==> config.mk <==
export PLATFORM = sky130hd
export DESIGN_NAME = fog_err_demod_acc_flat
export DESIGN_NICKNAME = d
export VERILOG_FILES = /design/src/rtl/fog_err_demod_acc_if.sv /design/src/rtl/fog_err_demod_acc.sv /design/src/flat_wrapper.sv
export SDC_FILE = /design/constraint.sdc
export NUM_CORES = 1
export LEC_CHECK = 0
export BUFFER_PORTS_ARGS = -buffer_cell sky130_fd_sc_hd__buf_2
export CELL_PAD_IN_SITES_DETAIL_PLACEMENT = 1
export CELL_PAD_IN_SITES_GLOBAL_PLACEMENT = 1
export CORE_ASPECT_RATIO = 1.25
export CORE_MARGIN = 10
export CORE_UTILIZATION = 42
export DETAILED_ROUTE_END_ITERATION = 10
export GPL_TIMING_DRIVEN = 1
export PLACE_DENSITY = 0.84
export SETUP_SLACK_MARGIN = 0.1
export SLEW_MARGIN = 20
export SYNTH_ARGS = -nofsm -noshare
export SYNTH_HDL_FRONTEND = slang
export SYNTH_SLANG_ARGS = --single-unit
==> constraint.sdc <==
create_clock -name i_clk -period 8.5 [get_ports i_clk]
set_clock_uncertainty 0.1 [all_clocks]
set_input_delay 2.55 -clock i_clk [delete_from_list [all_inputs] [get_ports i_clk]]
set_output_delay 2.55 -clock i_clk [all_outputs]
set_load 0.01 [all_outputs]
==> src/rtl/fog_err_demod_acc_if.sv <==
// Sample/modulation/result bundle between the modulation front end, the
// demodulating accumulator and the feedback step generator.
interface fog_err_demod_acc_if #(
    parameter int ADC_BIT = 14,
    parameter int ERR_BIT = 32,
    parameter int CNT_BIT = 16
);
    logic signed [ADC_BIT-1:0] i_adc;
    logic                      i_adc_vld;
    logic                      i_status;
    logic                      i_trig;
    logic signed [ERR_BIT-1:0] o_err;
    logic                      o_err_vld;
    logic        [CNT_BIT-1:0] o_cnt_H;
    logic        [CNT_BIT-1:0] o_cnt_L;
    logic                      o_short;
    logic                      o_sat;

    modport master (
        output i_adc, i_adc_vld, i_status, i_trig,
        input  o_err, o_err_vld, o_cnt_H, o_cnt_L, o_short, o_sat
    );

    modport slave (
        input  i_adc, i_adc_vld, i_status, i_trig,
        output o_err, o_err_vld, o_cnt_H, o_cnt_L, o_short, o_sat
    );
endinterface

==> src/rtl/fog_err_demod_acc.sv <==
// FOG square-wave demodulator: integrates ADC samples per modulation half
// (after a settling skip) and strobes err = sum_H - sum_L on each period trigger.
module fog_err_demod_acc #(
    parameter int ADC_BIT = 14,
    parameter int ERR_BIT = 32,
    parameter int CNT_BIT = 16
) (
    input  logic               i_clk,
    input  logic               i_rst,
    input  logic [CNT_BIT-1:0] i_skip_cnt,
    input  logic [CNT_BIT-1:0] i_avg_cnt,
    fog_err_demod_acc_if.slave bus
);
    typedef enum logic [1:0] {IDLE, SKIP, ACC, HOLD} state_t;

    function automatic logic ovf(input logic signed [ERR_BIT:0] x);
        return x[ERR_BIT] != x[ERR_BIT-1];
    endfunction

    function automatic logic signed [ERR_BIT-1:0] sat(input logic signed [ERR_BIT:0] x);
        if (!ovf(x)) return x[ERR_BIT-1:0];
        return x[ERR_BIT] ? {1'b1, {(ERR_BIT-1){1'b0}}} : {1'b0, {(ERR_BIT-1){1'b1}}};
    endfunction

    function automatic logic [CNT_BIT-1:0] cnt_inc(input logic [CNT_BIT-1:0] c);
        return (&c) ? c : c + 1'b1;
    endfunction

    state_t                    r_state;
    logic                      r_status_d, r_sat;
    logic        [CNT_BIT-1:0] r_skip_rem, r_avg_lim, r_cnt_H, r_cnt_L;
    logic signed [ERR_BIT-1:0] r_sum_H, r_sum_L;
    logic signed [ERR_BIT-1:0] r_err;
    logic                      r_err_vld, r_short, r_sat_o;
    logic        [CNT_BIT-1:0] r_o_cnt_H, r_o_cnt_L;

    logic                      w_edge, w_arm, w_load, w_take, w_sat_nx;
    logic signed [ERR_BIT:0]   w_adc_x, w_add_H, w_add_L, w_diff;
    state_t                    w_st, w_st_nx;
    logic        [CNT_BIT-1:0] w_skip, w_skip_nx, w_lim, w_cnt_H_nx, w_cnt_L_nx;
    logic signed [ERR_BIT-1:0] w_sum_H_nx, w_sum_L_nx;

    assign w_edge  = bus.i_status ^ r_status_d;
    assign w_arm   = (r_state == IDLE) && bus.i_trig;
    // The arming trigger opens a skip window like an edge, but accumulates nothing itself.
    assign w_load  = w_arm || ((r_state != IDLE) && w_edge);
    assign w_adc_x = {{(ERR_BIT+1-ADC_BIT){bus.i_adc[ADC_BIT-1]}}, bus.i_adc};
    assign w_add_H = {r_sum_H[ERR_BIT-1], r_sum_H} + w_adc_x;
    assign w_add_L = {r_sum_L[ERR_BIT-1], r_sum_L} + w_adc_x;

    always_comb begin
        w_st   = r_state;
        w_skip = r_skip_rem;
        w_lim  = r_avg_lim;
        if (w_load) begin
            w_st   = SKIP;
            w_skip = i_skip_cnt;
            w_lim  = i_avg_cnt;
        end
        if (w_st == SKIP && w_skip == '0) w_st = ACC;

        w_st_nx    = w_st;
        w_skip_nx  = w_skip;
        w_take     = 1'b0;
        w_sum_H_nx = r_sum_H;
        w_sum_L_nx = r_sum_L;
        w_cnt_H_nx = r_cnt_H;
        w_cnt_L_nx = r_cnt_L;
        w_sat_nx   = r_sat;

        if (bus.i_adc_vld) begin
            if (w_st == SKIP) begin
                w_skip_nx = w_skip - 1'b1;
                if (w_skip_nx == '0) w_st_nx = ACC;
            end else if (w_st == ACC && !w_arm) begin
                w_take = 1'b1;
            end
        end

        // Current i_status selects the half; it equals status_d except on edge cycles.
        if (w_take && bus.i_status) begin
            w_sum_H_nx = sat(w_add_H);
            w_cnt_H_nx = cnt_inc(r_cnt_H);
            w_sat_nx   = r_sat | ovf(w_add_H);
            if (w_lim != '0 && w_cnt_H_nx == w_lim) w_st_nx = HOLD;
        end else if (w_take) begin
            w_sum_L_nx = sat(w_add_L);
            w_cnt_L_nx = cnt_inc(r_cnt_L);
            w_sat_nx   = r_sat | ovf(w_add_L);
            if (w_lim != '0 && w_cnt_L_nx == w_lim) w_st_nx = HOLD;
        end
    end

    assign w_diff = {w_sum_H_nx[ERR_BIT-1], w_sum_H_nx} - {w_sum_L_nx[ERR_BIT-1], w_sum_L_nx};

    always_ff @(posedge i_clk) begin
        if (i_rst) begin
            r_state    <= IDLE;
            r_status_d <= 1'b0;
            r_skip_rem <= '0;
            r_avg_lim  <= '0;
            r_cnt_H    <= '0;
            r_cnt_L    <= '0;
            r_sum_H    <= '0;
            r_sum_L    <= '0;
            r_sat      <= 1'b0;
            r_err      <= '0;
            r_err_vld  <= 1'b0;
            r_o_cnt_H  <= '0;
            r_o_cnt_L  <= '0;
            r_short    <= 1'b0;
            r_sat_o    <= 1'b0;
        end else begin
            r_status_d <= bus.i_status;
            r_state    <= w_st_nx;
            r_skip_rem <= w_skip_nx;
            r_avg_lim  <= w_lim;
            r_err_vld  <= 1'b0;
            // Period boundary: publish the result including this cycle's sample, then restart.
            if (bus.i_trig && r_state != IDLE) begin
                r_err     <= sat(w_diff);
                r_err_vld <= 1'b1;
                r_o_cnt_H <= w_cnt_H_nx;
                r_o_cnt_L <= w_cnt_L_nx;
                r_short   <= (w_cnt_H_nx == '0) || (w_cnt_L_nx == '0);
                r_sat_o   <= w_sat_nx | ovf(w_diff);
                r_sum_H   <= '0;
                r_sum_L   <= '0;
                r_cnt_H   <= '0;
                r_cnt_L   <= '0;
                r_sat     <= 1'b0;
            end else begin
                r_sum_H   <= w_sum_H_nx;
                r_sum_L   <= w_sum_L_nx;
                r_cnt_H   <= w_cnt_H_nx;
                r_cnt_L   <= w_cnt_L_nx;
                r_sat     <= w_sat_nx;
            end
        end
    end

    assign bus.o_err     = r_err;
    assign bus.o_err_vld = r_err_vld;
    assign bus.o_cnt_H   = r_o_cnt_H;
    assign bus.o_cnt_L   = r_o_cnt_L;
    assign bus.o_short   = r_short;
    assign bus.o_sat     = r_sat_o;
endmodule

==> src/flat_wrapper.sv <==
// flat-port wrapper written by rule: the top's interface ports become plain ports
module fog_err_demod_acc_flat 
#(
    parameter int ADC_BIT = 14,
    parameter int ERR_BIT = 32,
    parameter int CNT_BIT = 16
)
  (i_clk, i_rst, i_skip_cnt, i_avg_cnt, bus_i_adc, bus_i_adc_vld, bus_i_status, bus_i_trig, bus_o_err, bus_o_err_vld, bus_o_cnt_H, bus_o_cnt_L, bus_o_short, bus_o_sat);
  fog_err_demod_acc_if #(.ADC_BIT(ADC_BIT), .ERR_BIT(ERR_BIT), .CNT_BIT(CNT_BIT)) bus_i ();
  input  logic i_clk;
  input  logic i_rst;
  input  logic [CNT_BIT-1:0] i_skip_cnt;
  input  logic [CNT_BIT-1:0] i_avg_cnt;
  input wire logic [$bits(bus_i.i_adc)-1:0] bus_i_adc;
  input wire logic [$bits(bus_i.i_adc_vld)-1:0] bus_i_adc_vld;
  input wire logic [$bits(bus_i.i_status)-1:0] bus_i_status;
  input wire logic [$bits(bus_i.i_trig)-1:0] bus_i_trig;
  output wire logic [$bits(bus_i.o_err)-1:0] bus_o_err;
  output wire logic [$bits(bus_i.o_err_vld)-1:0] bus_o_err_vld;
  output wire logic [$bits(bus_i.o_cnt_H)-1:0] bus_o_cnt_H;
  output wire logic [$bits(bus_i.o_cnt_L)-1:0] bus_o_cnt_L;
  output wire logic [$bits(bus_i.o_short)-1:0] bus_o_short;
  output wire logic [$bits(bus_i.o_sat)-1:0] bus_o_sat;
  assign bus_i.i_adc = bus_i_adc;
  assign bus_i.i_adc_vld = bus_i_adc_vld;
  assign bus_i.i_status = bus_i_status;
  assign bus_i.i_trig = bus_i_trig;
  assign bus_o_err = bus_i.o_err;
  assign bus_o_err_vld = bus_i.o_err_vld;
  assign bus_o_cnt_H = bus_i.o_cnt_H;
  assign bus_o_cnt_L = bus_i.o_cnt_L;
  assign bus_o_short = bus_i.o_short;
  assign bus_o_sat = bus_i.o_sat;
  fog_err_demod_acc #(.ADC_BIT(ADC_BIT), .ERR_BIT(ERR_BIT), .CNT_BIT(CNT_BIT)) u_core (.i_clk(i_clk), .i_rst(i_rst), .i_skip_cnt(i_skip_cnt), .i_avg_cnt(i_avg_cnt), .bus(bus_i));
endmodule
==> results.yml, run 1 <==
sta:
  post-route-period-util_pct: 97.4
  final-setup-viol-count: 0
  achievable-frequency_mhz: 121
  finalMaxSlewViolations: 0
  timing_worst_slew_pin_value_ns: 1.13
  timing.slew.headroom_pct: 24.4
  minimum_period_implied_by_the_final_worst_setup_slack_ns: 8.28
  fin_worst_hold_slack_ns: 0.349
  finalHoldViolations: 0
  grt_setup_unrepaired: "false"
run:
  max-cap-violations: 0
setup_path:
  start_to_end_type_of_the_worst_setup_path: "in2reg"
  critical_path.max_fanout: 29
  critical_path.startpoint_type: "input port"
  worst_setup_path_end_kind: "flop"
  worst-endpoint-arrival_ns: 8.55
  data_required_time_at_the_worst_endpoint_ns: 8.77
synth:
  postSynthNetCount: 1999
  yosys-top-cells-area: "dfxtp_1, ha_1, xnor2_1"
  postSynth.asyncResetShare_pct: 0
  synth_most_common_cell: "dfxtp_1"
  yosys_warnings: 0
  syn-cell-area_um2: 14800
  syn_area_per_cell_um2: 8.04
  synth_top_cells_by_count: "dfxtp_1, nor2_1, nand2_1"
  synth_top_cell_by_area: "dfxtp_1"
  synth.top_cell.area_share_pct: 26.9
  synth-seq-cells: 199
  yosys.cell_types.count: 94
  synthesis.instances: 1842
  synth-seq-area-share_pct: 26.9
  ys_dominant_reg_cell: "dfxtp_1"
  synth-edff-count: 0
place:
  detailed_place.area_um2: 17200
  placedCellCount: 2539
  hpwl_detailed_um: 44100
  gp_congestion: 0.955
  placement.io_buffers: 117
cts:
  cts.clk_slew.worst_paths_ns: 0.08
  clock_latency_on_the_worst_skew_pair_ns: 0.48
  cts_tree: "done"
  clock_tree_buffer_depth: 2
  cts_num_sinks: 199
  numCtsBuffers: 17
  htree_num_levels: 4
  root_buffer: "clkbuf_16"
finish:
  final_layout_size_suffix_gt1_share_pct: 22.2
  non_filler_cells_final: 2577
  layout-area-overhead-vs-synth_pct: 21.5
  nNetsFinal: 2252
  postLayoutCellArea_um2: 18000
global_route:
  globalRouteTotalUtil_pct: 25.9
  first_global_vias: 16900
  globalRoute.busiestLayer: "met2"
  global_route_wire_length_before_repair_um: 90800
  met3_usage_pct: 3.88
  grt_antenna_before_repair: 0
  global_route.overflow_total: 0
  met2_usage_pct: 46.3
  globalRouteMet1Util_pct: 27.4
  largest_net_degree_at_the_start_of_global_routing: 73
detailed_routing:
  drc: 0
  via_per_inst: 6.10
  dr.first_iter.drc_count: 958
  postRouteAntennaNets: 0
  drt_first_pass_iters: 5
  drt_wl_total_um: 58500
  detailroute.via_count: 15700
  avgRoutedWirePerCell_um: 22.7
power:
  max-vdd-ir-drop_v: 0.000141
  power.density_cell_area_nw_per_um2: 127
  leakage_nw: 7.77
die:
  die-area_um2: 43200
  die_w_um: 188
  placement_rows: 76
  die_y_um: 230
  starting_density_of_the_core_pct: 42.8
  placeableCoreArea_um2: 34600
  floorplan.io_pins: 118
hold_path:
  timing.hold.worst.class: "reg2reg"
run_status:
  run_status: "finished clean"
[state kept, by name, summed over array words and instances, names as in the netlist, 16 cells and up]
name and count:
u_core.r_sum_H 32, u_core.bus.o_cnt_L 16, u_core.r_sum_L 32, u_core.r_cnt_H 16
u_core.bus.o_cnt_H 16, u_core.r_avg_lim 16, u_core.r_skip_rem 16, u_core.bus.o_err 32
u_core.r_cnt_L 16
[what timing repair did]
item,CTS,global route
pin swaps,1,24
endpoints found under the setup margin,32,33
resized for setup,6,55
buffers inserted,0,5
hold buffers,0,0
[final timing paths]
check | startpoint | to | slack [ns] | depth (start not counted)
worst min-delay path | u_core.bus.o_cnt_H[7] | u_core.bus.o_cnt_H[7] | 0.35 | 2
worst max-delay path | bus_i_adc[10] | u_core.bus.o_err[8] | 0.22 | 28
worst min register to register | u_core.bus.o_cnt_H[7] | u_core.bus.o_cnt_H[7] | 0.35 | 2
worst max register to register | u_core.r_sum_L[8] | u_core.bus.o_err[8] | 2.04 | 27
[per-layer routing]
layer	wire length, µm	vias up	part of all wire [%]
li1	-	7279	-
met2	29200	522	50
met5	0	-	0
met4	4380	0	7.5
met3	2440	194	4.2
met1	22500	7731	38
[per-stage QoR]
step	TNS [ns]	total power (W)	setup WS, ns	utilization [%]
after floorplan	0	0.00130	0.141	-
after global placement	-6.98	0.00145	-0.287	49.7
after detailed placement	-10.88	0.00147	-0.364	49.7
after CTS	0	0.00229	0.122	51.4
after global routing	0	0.00239	0.00546	52.0
final	0	0.00230	0.220	52.0
[worst max-delay path, cell delays in order]
cell	delay, ns
buf_2	0.12
ha_1	0.22
or2_2	0.33
a21oi_1	0.15
o21ai_0	0.20
o31a_1	0.38
or3_1	0.40
a211o_1	0.28
a21o_1	0.17
a21oi_2	0.17
xnor2_1	0.09
ha_1	0.38
o21ai_1	0.12
buf_4	0.18
buf_4	0.20
o211ai_1	0.16
o21ai_1	0.19
ha_2	0.37
and4_2	0.29
and2_2	0.24
o211ai_1	0.16
a31oi_2	0.18
o21ai_2	0.20
a21oi_2	0.11
nor2_2	0.14
nor2_2	0.06
buf_12	0.18
a221o_1	0.31
[final cells by class]
cell class	count	area (µm²)
inverter	33	124
clock inverter	15	141
tap	468	586
sequential	199	3980
multi-input combinational	1513	10500
fill	4273	16600
timing repair buffer	331	2240
antenna	1	2.50
clock buffer	17	425
[power by group]
group          internal (W)  switching, W
Combinational      0.000204      0.000289
Clock              0.000387      0.000435
Sequential         0.000959     0.0000215
Total               0.00155      0.000745
[cells by family after synthesis]
kind of cell	count (synthesis)	share of synthesized area [%]
AOI/OAI and AO/OA	539	25.0
xor gates and xnor gates	158	9.39
adders and majority gates	108	9.24
buffers and inverters	130	3.88
DFF	199	26.9
muxes	46	3.45
and+or+nand+nor	662	22.2
[layout by cell type (no fill, tap or decap), drive strengths merged, types with 12 or more instances in the layout]
cell / synthesis / routed
clkbuf: 53 / 17
a211oi: 37 / 37
ha: 103 / 103
o21ai: 122 / 122
buf: 44 / 331
nand4: 26 / 26
or3: 18 / 18
o21a: 18 / 18
o211ai: 27 / 27
and3: 21 / 21
a221o: 29 / 29
nor3: 50 / 50
a21oi: 127 / 127
dfxtp: 199 / 199
a22oi: 20 / 20
nor2b: 12 / 12
nor4: 25 / 25
and2: 38 / 38
nor2: 196 / 196
mux2i: 42 / 42
inv: 33 / 39
a21o: 41 / 41
xor2: 73 / 73
or2: 13 / 13
o22ai: 13 / 13
a31oi: 15 / 15
o21bai: 12 / 12
xnor2: 85 / 85
nand2: 168 / 168
nand3: 50 / 50
Power figures use the tool's default switching activity.
==> run 2, diff against run 1 <==
--- a/config.mk
+++ b/config.mk
@@ -6,7 +6,7 @@
 export NUM_CORES = 1
 export LEC_CHECK = 0
 export BUFFER_PORTS_ARGS = -buffer_cell sky130_fd_sc_hd__buf_2
-export CELL_PAD_IN_SITES_DETAIL_PLACEMENT = 1
+export CELL_PAD_IN_SITES_DETAIL_PLACEMENT = 0
 export CELL_PAD_IN_SITES_GLOBAL_PLACEMENT = 1
 export CORE_ASPECT_RATIO = 1.25
 export CORE_MARGIN = 10
==> results.yml, run 2 (synthesized netlist as in run 1, its figures left out) <==
cts:
  root_buffer: "clkbuf_16"
  clock_tree_buffer_depth: 2
  htree_num_levels: 4
  cts.clk_slew.worst_paths_ns: 0.08
  cts_num_sinks: 199
  cts_tree: "done"
  numCtsBuffers: 17
  clock_latency_on_the_worst_skew_pair_ns: 0.48
hold_path:
  hold_end: "u_core.bus.o_cnt_H[8]"
  hold_start: "u_core.bus.o_cnt_H[8]"
  timing.hold.worst.class: "reg2reg"
  hold_path_depth: 2
global_route:
  first_global_vias: 14800
  grt_antenna_before_repair: 1
  globalRouteTotalUtil_pct: 22.7
  global_route.overflow_total: 0
  largest_net_degree_at_the_start_of_global_routing: 73
  global_route_wire_length_before_repair_um: 79000
die:
  floorplan.io_pins: 118
  die_w_um: 188
  placeableCoreArea_um2: 34600
  placement_rows: 76
  die-area_um2: 43200
  starting_density_of_the_core_pct: 42.8
  die_y_um: 230
setup_path:
  critical_path.max_fanout: 29
  setup.worst_path.start: "bus_i_adc[13]"
  reg2reg_from: "u_core.r_sum_L[8]"
  worstReg2RegEnd: "u_core.bus.o_err[12]"
  worst-endpoint-arrival_ns: 8.41
  rr_worst_depth: 26
  worst_setup_path_end_kind: "flop"
  critical_path.startpoint_type: "input port"
  r2r_setup_slack_ns: 2.14
  data_required_time_at_the_worst_endpoint_ns: 8.76
  start_to_end_type_of_the_worst_setup_path: "in2reg"
power:
  design_power_total_w: 0.00228
  max-vdd-ir-drop_v: 0.000155
  p_int_w: 0.00156
  leakage_nw: 7.79
  p_switching_w: 0.000726
  power.density_cell_area_nw_per_um2: 126
  swShare_pct: 31.8
  power.share.sequential_pct: 43.0
  power_frac_comb_pct: 21.2
  p_clk_share_pct: 35.8
sta:
  timing_worst_slew_pin_value_ns: 1.02
  finalMaxSlewViolations: 0
  grt_setup_unrepaired: "false"
  final-setup-viol-count: 0
  finalHoldViolations: 0
  minimum_period_implied_by_the_final_worst_setup_slack_ns: 8.15
  timing.final.ws_setup_ns: 0.346
  achievable-frequency_mhz: 123
  post-route-period-util_pct: 95.9
  timing.slew.headroom_pct: 31.6
detailed_routing:
  postRouteAntennaNets: 0
  drt_first_pass_iters: 7
  avgRoutedWirePerCell_um: 19.9
  via_per_inst: 5.81
  drc: 0
  dr.first_iter.drc_count: 992
  drt_wl_total_um: 51300
  detailroute.via_count: 15000
finish:
  filler_cell_count: 3400
  layout-area-overhead-vs-synth_pct: 21.9
  final_layout_size_suffix_gt1_share_pct: 22.0
  non_filler_cells_final: 2578
  final_cell_mix: "buf_4, dfxtp_1, nor2_1"
  antenna_cells_inserted: 0
  postLayoutCellArea_um2: 18100
  nNetsFinal: 2254
  final_common_cell: "buf_4"
place:
  hpwl_detailed_um: 39100
  dp_slack_ns: -0.375
  placedCellCount: 2539
  detailed_place.area_um2: 17200
  placement.io_buffers: 117
  gp_congestion: 0.955
run:
  max-cap-violations: 0
run_status:
  run_status: "finished clean"
run 2: changes by cell type in the layout (fill, tap and decap cells not counted), moves of 3 or more:
cell | before | now
o21ai_1 | 16 | 9
a21oi_2 | 8 | 5
nor2_2 | 3 | 0
o21ai_2 | 4 | 1
o21ai_0 | 102 | 112
run 2: worst max path at each step:
| stage | end | cells after the start | slack, ns |
|---|---|---|---|
| finish | u_core.bus.o_err[12] | 27 | 0.35 |
| global route | u_core.bus.o_err[9] | 29 | 0.07 |
| CTS | u_core.bus.o_err[12] | 27 | 0.14 |
| detailed placement | u_core.bus.o_err[25] | 27 | -0.38 |
| global placement | u_core.bus.o_err[25] | 27 | -0.29 |
| floorplan | u_core.bus.o_err[17] | 27 | 0.14 |
run 2: cell type report:
cell class                      instances  area [µm²]  area share, %
Clock inverter                         14         139          0.769
Timing Repair Buffer                  333        2290           12.7
Multi-Input combinational cell       1513       10500           58.2
Tap cell                              468         586           3.24
Inverter                               33         124          0.686
Clock buffer                           18         429           2.38
Sequential cell                       199        3980           22.1
run 2: what timing repair did:
action / 4_1_cts / 5_1_grt
endpoints found under the hold margin: 0 / 0
hold buffers: 0 / 0
buffers inserted: 0 / 4
pin swaps: 0 / 20
resized for setup: 1 / 47
endpoints found under the setup margin: 1 / 33
cloned: 0 / 3
run 2: through the flow:
step / hold slack (ns) / setup TNS [ns] / util (%)
finish: 0.348 / 0 / 52.2
global route: 0.379 / 0 / 52.2
CTS: 0.354 / 0 / 51.3
detailed placement: 0.338 / -9.61 / 49.7
global placement: 0.330 / -6.98 / 49.7
floorplan: 0.332 / 0 / -
run 2: critical path, stage by stage:
cell       delay [ns]
buf_2            0.24
ha_1             0.32
a21o_1           0.20
a21o_1           0.19
a21oi_1          0.19
o21ai_0          0.17
or3_4            0.40
a211o_1          0.31
a21o_1           0.19
a21oi_4          0.16
xnor2_2          0.17
ha_4             0.26
buf_8            0.18
o21ai_0          0.34
o22ai_1          0.15
ha_1             0.35
a21o_1           0.19
a21oi_1          0.24
a211oi_2         0.11
buf_4            0.16
o211ai_1         0.20
and2_1           0.23
o311ai_4         0.13
nor2_4           0.17
nor2_4           0.09
clkbuf_16        0.19
a221o_1          0.29
run 2: layer usage:
metal / track usage, % / wire length [µm] / up-vias
met4: 15.5 / 3360 / 2
met1: 25.0 / 20700 / 7131
met2: 39.6 / 25000 / 437
met3: 3.50 / 2280 / 127
met5: 0 / 13 / -
li1: - / - / 7275
run 2: power groups by stage:
stage	Clock (W)	Combinational, W	Sequential (W)
6_report	0.000818	0.000484	0.000981
5_1_grt	0.000873	0.000524	0.000984
4_1_cts	0.000840	0.000461	0.000980
3_5_place_dp	0	0.000458	0.00100
3_3_place_gp	0	0.000453	0.00100
2_1_floorplan	0	0.000296	0.00100
